$ cat src/rtl/pipe_stage_reg.sv
// -----------------------------------------------------------------------------
// pipe_stage_reg
//
// Purpose:
//   A valid/ready pipeline stage that holds up to two entries: a main register
//   that drives out_data, and a skid register that catches one entry when the
//   downstream stalls. Because of the skid register, in_ready depends only on
//   the stage's own state, not on out_ready. Every output comes from a flop or
//   is decoded from the state register, so no input reaches an output through
//   combinational logic. A saturating counter records how many cycles the stage
//   offered valid data that the downstream refused.
//
// Parameters:
//   WIDTH      payload width in bits (1..256)
//   NOP_VALUE  bubble payload held in empty registers
//   CNT_W      width of the stall counter
//
// Ports:
//   CLK        clock; all state updates on the rising edge
//   RST        synchronous active-high reset
//   flush      discard every held entry at the next edge
//   in_valid   upstream offers in_data
//   in_data    upstream payload
//   in_ready   stage can accept this cycle (state != FULL)
//   out_valid  out_data holds a valid entry (state != EMPTY)
//   out_data   downstream payload (main register)
//   out_ready  downstream consumes this cycle; low means stall
//   occupancy  number of held entries, 0..2
//   stall_cnt  saturating count of stall cycles
// -----------------------------------------------------------------------------
module pipe_stage_reg #(
  parameter int                 WIDTH     = 32,
  parameter logic [WIDTH-1:0]   NOP_VALUE = '0,
  parameter int                 CNT_W     = 16
) (
  input  logic             CLK,
  input  logic             RST,
  input  logic             flush,
  input  logic             in_valid,
  input  logic [WIDTH-1:0] in_data,
  output logic             in_ready,
  output logic             out_valid,
  output logic [WIDTH-1:0] out_data,
  input  logic             out_ready,
  output logic [1:0]       occupancy,
  output logic [CNT_W-1:0] stall_cnt
);

  typedef enum logic [1:0] {
    EMPTY = 2'd0,
    BUSY  = 2'd1,
    FULL  = 2'd2
  } state_e;

  state_e             state_q, state_d;
  logic [WIDTH-1:0]   main_q, main_d;
  logic [WIDTH-1:0]   skid_q, skid_d;
  logic [CNT_W-1:0]   stall_cnt_q, stall_cnt_d;

  logic               in_xfer;
  logic               out_xfer;

  // State and datapath registers. Reset takes priority over flush and over
  // every transfer.
  always_ff @(posedge CLK) begin
    if (RST) begin
      state_q     <= EMPTY;
      main_q      <= NOP_VALUE;
      skid_q      <= NOP_VALUE;
      stall_cnt_q <= '0;
    end else begin
      state_q     <= state_d;
      main_q      <= main_d;
      skid_q      <= skid_d;
      stall_cnt_q <= stall_cnt_d;
    end
  end

  // Next-state and datapath logic. The handshake signals use the state-decoded
  // in_ready/out_valid, so in FULL the in_valid input is ignored.
  // Empty registers are always reloaded with NOP_VALUE, which keeps out_data
  // at the bubble value whenever nothing valid is held.
  always_comb begin
    state_d     = state_q;
    main_d      = main_q;
    skid_d      = skid_q;
    stall_cnt_d = stall_cnt_q;

    in_xfer  = in_valid & in_ready;
    out_xfer = out_valid & out_ready;

    if (flush) begin
      state_d = EMPTY;
      main_d  = NOP_VALUE;
      skid_d  = NOP_VALUE;
    end else begin
      case (state_q)
        EMPTY: begin
          if (in_xfer) begin
            main_d  = in_data;
            state_d = BUSY;
          end
        end
        BUSY: begin
          if (in_xfer && out_xfer) begin
            main_d = in_data;
          end else if (in_xfer) begin
            skid_d  = in_data;
            state_d = FULL;
          end else if (out_xfer) begin
            main_d  = NOP_VALUE;
            state_d = EMPTY;
          end
        end
        FULL: begin
          if (out_xfer) begin
            main_d  = skid_q;
            skid_d  = NOP_VALUE;
            state_d = BUSY;
          end
        end
        default: begin
          state_d = EMPTY;
          main_d  = NOP_VALUE;
          skid_d  = NOP_VALUE;
        end
      endcase
    end

    // A stall is a cycle where valid data is refused. A flush cycle is not
    // counted, and the counter sticks at its maximum instead of wrapping.
    if (out_valid && !out_ready && !flush && (stall_cnt_q != {CNT_W{1'b1}})) begin
      stall_cnt_d = stall_cnt_q + CNT_W'(1);
    end
  end

  // Output decode: handshake levels and occupancy come from state only.
  always_comb begin
    in_ready  = 1'b1;
    out_valid = 1'b0;
    occupancy = 2'd0;
    case (state_q)
      EMPTY: begin
        in_ready  = 1'b1;
        out_valid = 1'b0;
        occupancy = 2'd0;
      end
      BUSY: begin
        in_ready  = 1'b1;
        out_valid = 1'b1;
        occupancy = 2'd1;
      end
      FULL: begin
        in_ready  = 1'b0;
        out_valid = 1'b1;
        occupancy = 2'd2;
      end
      default: begin
        in_ready  = 1'b1;
        out_valid = 1'b0;
        occupancy = 2'd0;
      end
    endcase
  end

  assign out_data  = main_q;
  assign stall_cnt = stall_cnt_q;

endmodule

$ cat config.mk
export PLATFORM = sky130hd
export DESIGN_NAME = pipe_stage_reg
export DESIGN_NICKNAME = d
export VERILOG_FILES = /design/src/rtl/pipe_stage_reg.sv
export SDC_FILE = /design/constraint.sdc
export NUM_CORES = 1
export LEC_CHECK = 0
export ABC_AREA = 1
export BUFFER_PORTS_ARGS = -buffer_cell sky130_fd_sc_hd__clkbuf_2
export CAP_MARGIN = 20
export CORE_MARGIN = 5
export CORE_UTILIZATION = 35
export DETAILED_ROUTE_END_ITERATION = 8
export GPL_TIMING_DRIVEN = 0
export PLACE_DENSITY = 0.57
export RECOVER_POWER = 50
export SLEW_MARGIN = 20
export SYNTH_ARGS = -nofsm -noshare
export SYNTH_HDL_FRONTEND = slang
export SYNTH_SLANG_ARGS = --single-unit
$ cat constraint.sdc
create_clock -name CLK -period 2 [get_ports CLK]
set_clock_uncertainty 0.1 [all_clocks]
set_input_delay 0.1 -clock CLK [delete_from_list [all_inputs] [get_ports CLK]]
set_output_delay 0.1 -clock CLK [all_outputs]
set_load 0.01 [all_outputs]
==> results.sh, run 1 <==
export IMPL_avgSynthCellArea_um2=6.47
export IMPL_period_share=0.950
export IMPL_r2r_cells=12
export IMPL_relSlewSlack=0.654
export IMPL_wl_per_cell_um=12.3
export IMPL_setup_violations_final=0
export IMPL_ff2ff_setup_slack_ps=100
export IMPL_endpoint_kind="flip-flop"
export IMPL_crit_arrival_ps=2060
export IMPL_fin_nets=812
export IMPL_routed_wl_um=11300
export IMPL_netlist_instances=629
export IMPL_pwr_share_seq=0.443
export IMPL_die_width_um=118
export IMPL_seq_area_frac_synth=0.403
export IMPL_p_int_mw=2.84
export IMPL_fillers=1221
export IMPL_grt_pass1_wl_um=18100
export IMPL_die_h_um=118
export IMPL_dieArea_um2=13900
export IMPL_dp_cells=860
export IMPL_initial_core_util=0.356
export IMPL_dr_total_vias=4126
export IMPL_layout_drive_gt1_share=0.132
export IMPL_cts_tree="built"
export IMPL_switching_share=0.264
export IMPL_hold_viol_final=0
export IMPL_areaGrowthSynthToFinish_pct=31.9
export IMPL_cp_max_fo=7
export IMPL_synth_top_area_cell="dfxtp_1"
export IMPL_clkPwrFrac=0.403
export IMPL_cts_buffers=9
export IMPL_drt_iter0_drc=176
export IMPL_r2r_end="out_data[9]"
export IMPL_crit_type="flip-flop to flip-flop"
export IMPL_fin_area_um2=5370
export IMPL_final_antenna_net_count=0
export IMPL_worst_slack_ps=99.6
export IMPL_min_delay_path_depth=5
export IMPL_max_cap_violations=0
export IMPL_portBuffers=88
export IMPL_crit_required_ps=2160
export IMPL_holdCritPathClass="input port to flip-flop"
export IMPL_cts_root_buf="clkbuf_16"
export IMPL_synth_area_um2=4070
export IMPL_antenna_found_initial=0
export IMPL_grt_overflow=0
export IMPL_power_density_nw_per_um2=718
export IMPL_place_gp_congestion=0.839
export IMPL_grt_max_degree=14
export IMPL_core_area_um2=11400
export IMPL_p_sw_mw=1.02
export IMPL_fmax_mhz=526
export IMPL_stdcell_count=916
export IMPL_h_tree_depth=3
export IMPL_worst_pin_slew_ps=519
export IMPL_clock_sinks=82
export IMPL_drtPass1Iterations=4
export IMPL_synth_nets=672
export IMPL_grt_pass1_vias=3818
export IMPL_period_needed_ps=1900
export IMPL_comb_power_share=0.154
export IMPL_yosys_top_cells_area="dfxtp_1, nand2_1, nor2_1"
export IMPL_synthArstFlopShare=0
export IMPL_avgViaCountPerCell=4.50
export IMPL_insertion_delay_ps=340
export IMPL_drc=0
export IMPL_pin_count=89
export IMPL_row_count=39
export IMPL_hold_start="in_data[0]"
export IMPL_fin_util=0.470
export IMPL_track_usage=0.158
export IMPL_synth_seq_cells=82
export IMPL_yosys_top_cells_count="nand2_1, nor2_1, dfxtp_1, a21oi_1, inv_1"
export IMPL_synthDistinctLibCells=25
export IMPL_r2r_start="state_q[0]"
export IMPL_cp_start_kind="flip-flop"
export IMPL_pre_cts_ws_ps=-105
export IMPL_post_synth_top_count_cell="nand2_1"
export IMPL_ys_warn_count=0
export IMPL_synth_edff_count=0
export IMPL_grt_setup_unrepaired="true"
export IMPL_yosysTopAreaCellShare=0.403
export IMPL_place_area_um2=4690
export IMPL_ir_worst_vdd_mv=0.413
export IMPL_slew_violations=0
export IMPL_clk_pin_slew_worst_paths_ps=60
export IMPL_leakage_nw=2.23
export IMPL_synth_ff_type="dfxtp_1"
export IMPL_hpwl_um=7980
export IMPL_antenna_diode_count=0
export IMPL_cp_startpoint="state_q[0]"
export IMPL_cts_path_max_buffers=2
export IMPL_crit_end="out_data[9]"
export IMPL_status="complete, no violations"
-- cells by family after synthesis --
logic type / after synthesis / share of synthesized area
compound gates: 52 / 0.0701
xor+xnor: 6 / 0.0129
fa+ha+maj: 6 / 0.0184
buf+inv: 51 / 0.0720
flops: 82 / 0.403
simple gates: 432 / 0.423
-- metal layers --
layer / wire [um] / global-route usage / part of all wire
met1: 5110 / 0.202 / 0.45
met2: 5450 / 0.255 / 0.48
met3: 478 / 0.0322 / 0.042
met4: 207 / 0.0731 / 0.018
met5: 0 / 0 / 0
-- how the worst min path moves through the flow --
stage | endpoint | slack [ps]
floorplan | stall_cnt[12] | 80
global placement | stall_cnt[12] | 250
detailed placement | stall_cnt[12] | 260
CTS | skid_q[0] | 10
global route | skid_q[0] | 60
finish | skid_q[0] | 20
-- repair_timing --
action / CTS / global route
setup buffers: 1 / 6
endpoints found under the setup margin: 26 / 76
resized for setup: 3 / 14
cloned: 0 / 2
hold endpoints to repair: 44 / 0
pin swaps: 1 / 2
hold buffers: 32 / 0
-- cell usage in the layout (no fill, tap or decap), types with 4 or more instances in the layout --
| cell type | count |
|---|---|
| inv_1 | 16 |
| buf_6 | 15 |
| nor2_1 | 88 |
| a21oi_1 | 49 |
| dfxtp_1 | 79 |
| dlygate4sd3_1 | 32 |
| xor2_1 | 4 |
| nand2_2 | 5 |
| clkbuf_2 | 41 |
| ha_1 | 6 |
| clkbuf_16 | 9 |
| nand4_1 | 6 |
| clkbuf_1 | 62 |
| buf_4 | 5 |
| nand3_1 | 11 |
| nand2_1 | 312 |
-- through the flow --
stage | TNS [ps] | total power [mW] | hold WS, ps
finish | 0 | 3.85 | 17.4
floorplan | 0 | 2.08 | 79.3
detailed placement | -1230 | 2.25 | 264
global placement | -509 | 2.24 | 250
CTS | 0 | 3.87 | 9.87
global route | -529 | 4.06 | 59.8
-- power by group through the flow --
| stage | Clock, mW | Combinational, mW | Sequential (mW) |
|---|---|---|---|
| 6_report | 1.55 | 0.595 | 1.71 |
| 5_1_grt | 1.68 | 0.673 | 1.71 |
| 4_1_cts | 1.60 | 0.562 | 1.71 |
| 3_5_place_dp | 0 | 0.505 | 1.74 |
| 3_3_place_gp | 0 | 0.498 | 1.74 |
| 2_1_floorplan | 0 | 0.325 | 1.75 |
-- critical path, cell delays in order, from the launching register on --
cell and delay, ps:
dfxtp_4 370, inv_1 60, ha_1 210, buf_6 140, inv_4 70, nand2_4 60, nand2_1 100, nand3_4 110
nor2_4 150, buf_12 140, buf_6 130, nand2_1 60, a21oi_1 130
-- area by class of cell --
cell class,count,area [um2],area share
Multi-Input combinational cell,496,2140,0.399
Sequential cell,82,1650,0.307
Timing Repair Buffer,129,808,0.151
Clock buffer,11,253,0.0471
Buffer,31,226,0.0422
Tap cell,143,179,0.0333
Inverter,20,82.6,0.0154
Clock inverter,4,27.5,0.00513
-- registers in the layout, indices dropped and copies added, names as in the netlist --
register   count
out_data      32
stall_cnt     16
state_q        2
skid_q        32
No activity file was read; power rests on OpenSTA's default activity.
==> run 2: changes to the inputs <==
--- a/config.mk
+++ b/config.mk
@@ -12,7 +12,7 @@
 export CORE_UTILIZATION = 35
 export DETAILED_ROUTE_END_ITERATION = 8
 export GPL_TIMING_DRIVEN = 0
-export PLACE_DENSITY = 0.57
+export PLACE_DENSITY = 0.59
 export RECOVER_POWER = 50
 export SLEW_MARGIN = 20
 export SYNTH_ARGS = -nofsm -noshare
==> constraint.sdc (replaced) <==
create_clock -name CLK -period 1.7 [get_ports CLK]
set_clock_uncertainty 0.1 [all_clocks]
set_input_delay 0.085 -clock CLK [delete_from_list [all_inputs] [get_ports CLK]]
set_output_delay 0.085 -clock CLK [all_outputs]
set_load 0.01 [all_outputs]
==> results.sh, run 2 (same netlist as run 1, synthesis figures left out) <==
export IMPL_power_density_nw_per_um2=831
export IMPL_crit_required_ps=1870
export IMPL_finalPower_mw=4.95
export IMPL_mostFrequentLayoutCells="nand2_1, nor2_1, dfxtp_1"
export IMPL_areaGrowthSynthToFinish_pct=46.3
export IMPL_status="finished with violations"
export IMPL_routed_wl_um=12000
export IMPL_grt_overflow=0
export IMPL_clk_pin_slew_worst_paths_ps=60
export IMPL_cp_start_kind="flip-flop"
export IMPL_endpoint_kind="flip-flop"
export IMPL_violations="negative setup slack"
export IMPL_final_antenna_net_count=0
export IMPL_dp_cells=860
export IMPL_setup_tns_ps=-2070
export IMPL_crit_type="flip-flop to flip-flop"
export IMPL_fin_util=0.521
export IMPL_cp_max_fo=7
export IMPL_dieArea_um2=13900
export IMPL_leakage_nw=2.51
export IMPL_h_tree_depth=3
export IMPL_stdcell_count=937
export IMPL_die_width_um=118
export IMPL_grt_setup_unrepaired="true"
export IMPL_fillers=1135
export IMPL_grt_max_degree=15
export IMPL_ir_worst_vdd_mv=0.537
export IMPL_fin_nets=832
export IMPL_worst_pin_slew_ps=672
export IMPL_avgViaCountPerCell=4.60
export IMPL_dr_total_vias=4314
export IMPL_period_share=1.05
export IMPL_fmax_mhz=560
export IMPL_hold_viol_final=0
export IMPL_die_h_um=118
export IMPL_row_count=39
export IMPL_pin_count=89
export IMPL_drt_iter0_drc=182
export IMPL_fin_area_um2=5950
export IMPL_grt_pass1_wl_um=19900
export IMPL_initial_core_util=0.356
export IMPL_drc=0
export IMPL_relSlewSlack=0.552
export IMPL_layout_drive_gt1_share=0.261
export IMPL_cts_buffers=9
export IMPL_cts_root_buf="clkbuf_16"
export IMPL_ff2ff_setup_slack_ps=-90
export IMPL_slew_violations=0
export IMPL_timing_hold_ws_ps=14.5
export IMPL_wl_per_cell_um=12.8
export IMPL_period_needed_ps=1790
export IMPL_mostFrequentLayoutCell="nand2_1"
export IMPL_hpwl_um=7910
export IMPL_clock_sinks=82
export IMPL_cts_tree="built"
export IMPL_crit_arrival_ps=1960
export IMPL_track_usage=0.173
export IMPL_grt_pass1_vias=4221
export IMPL_insertion_delay_ps=340
export IMPL_place_gp_congestion=0.825
export IMPL_portBuffers=88
export IMPL_drtPass1Iterations=4
export IMPL_holdCritPathClass="input port to flip-flop"
export IMPL_core_area_um2=11400
export IMPL_cts_path_max_buffers=2
export IMPL_setup_violations_final=71
export IMPL_antenna_diode_count=0
export IMPL_pre_cts_ws_ps=-294
export IMPL_max_cap_violations=0
export IMPL_antenna_found_initial=0
export IMPL_place_area_um2=4710
export IMPL_worst_slack_ps=-86.3
[run 2: cell types whose count changed in the layout (fill, tap and decap cells not counted), moves of 19 or more]
| cell | delta |
|---|---|
| nand2_1 | -30 |
| clkbuf_1 | -26 |
| a21oi_1 | -19 |
| a21oi_2 | +19 |
| nand2_2 | +22 |
| clkbuf_2 | +26 |
[run 2: final timing paths]
kind	startpoint	to	cells after the start
worst min-delay path	RST	stall_cnt[0]	4
worst min register to register	out_data[30]	out_data[30]	2
worst max-delay path	state_q[1]	out_data[17]	11
worst max register to register	state_q[1]	out_data[17]	11
[run 2: cell type report]
cell class	count	area, um2	share of cell area
well taps	143	179	0.0301
clock inverters	7	92.6	0.0156
multi-input cells	497	2410	0.404
flip-flops and latches	82	1650	0.277
plain buffers	30	245	0.0412
clock buffers	9	225	0.0378
inverters	20	87.6	0.0147
repair buffers	149	1070	0.179
[run 2: worst max-delay path: stages, from the launching register on]
cell,delay (ps)
dfxtp_4,380
inv_4,50
ha_4,290
nand2_4,70
nor2_4,170
nand2_4,80
nand2_8,130
buf_6,130
nand2_1,50
nand2_1,70
nand2_1,70
a21oi_2,120
[run 2: timing repair]
action,CTS,global route
setup buffers,18,1
gates resized for setup,47,63
pin swaps,11,27
hold endpoints to repair,61,0
hold buffers,34,0
gates cloned,8,3
setup endpoints to repair,76,80
[run 2: metal layers]
layer,vias to the layer above,part of all wire,GRT usage
met4,0,0.015,0.0624
met2,90,0.48,0.290
met3,11,0.045,0.0408
met1,1947,0.46,0.217
met5,-,0,0
li1,2266,-,-
[run 2: power by group]
| part | leakage, nW | switching (mW) | internal, mW |
|---|---|---|---|
| sequential | 0.667 | 0.0308 | 1.98 |
| clock | 0.160 | 0.800 | 1.29 |
| combinational | 1.69 | 0.464 | 0.391 |
| total | 2.51 | 1.29 | 3.65 |
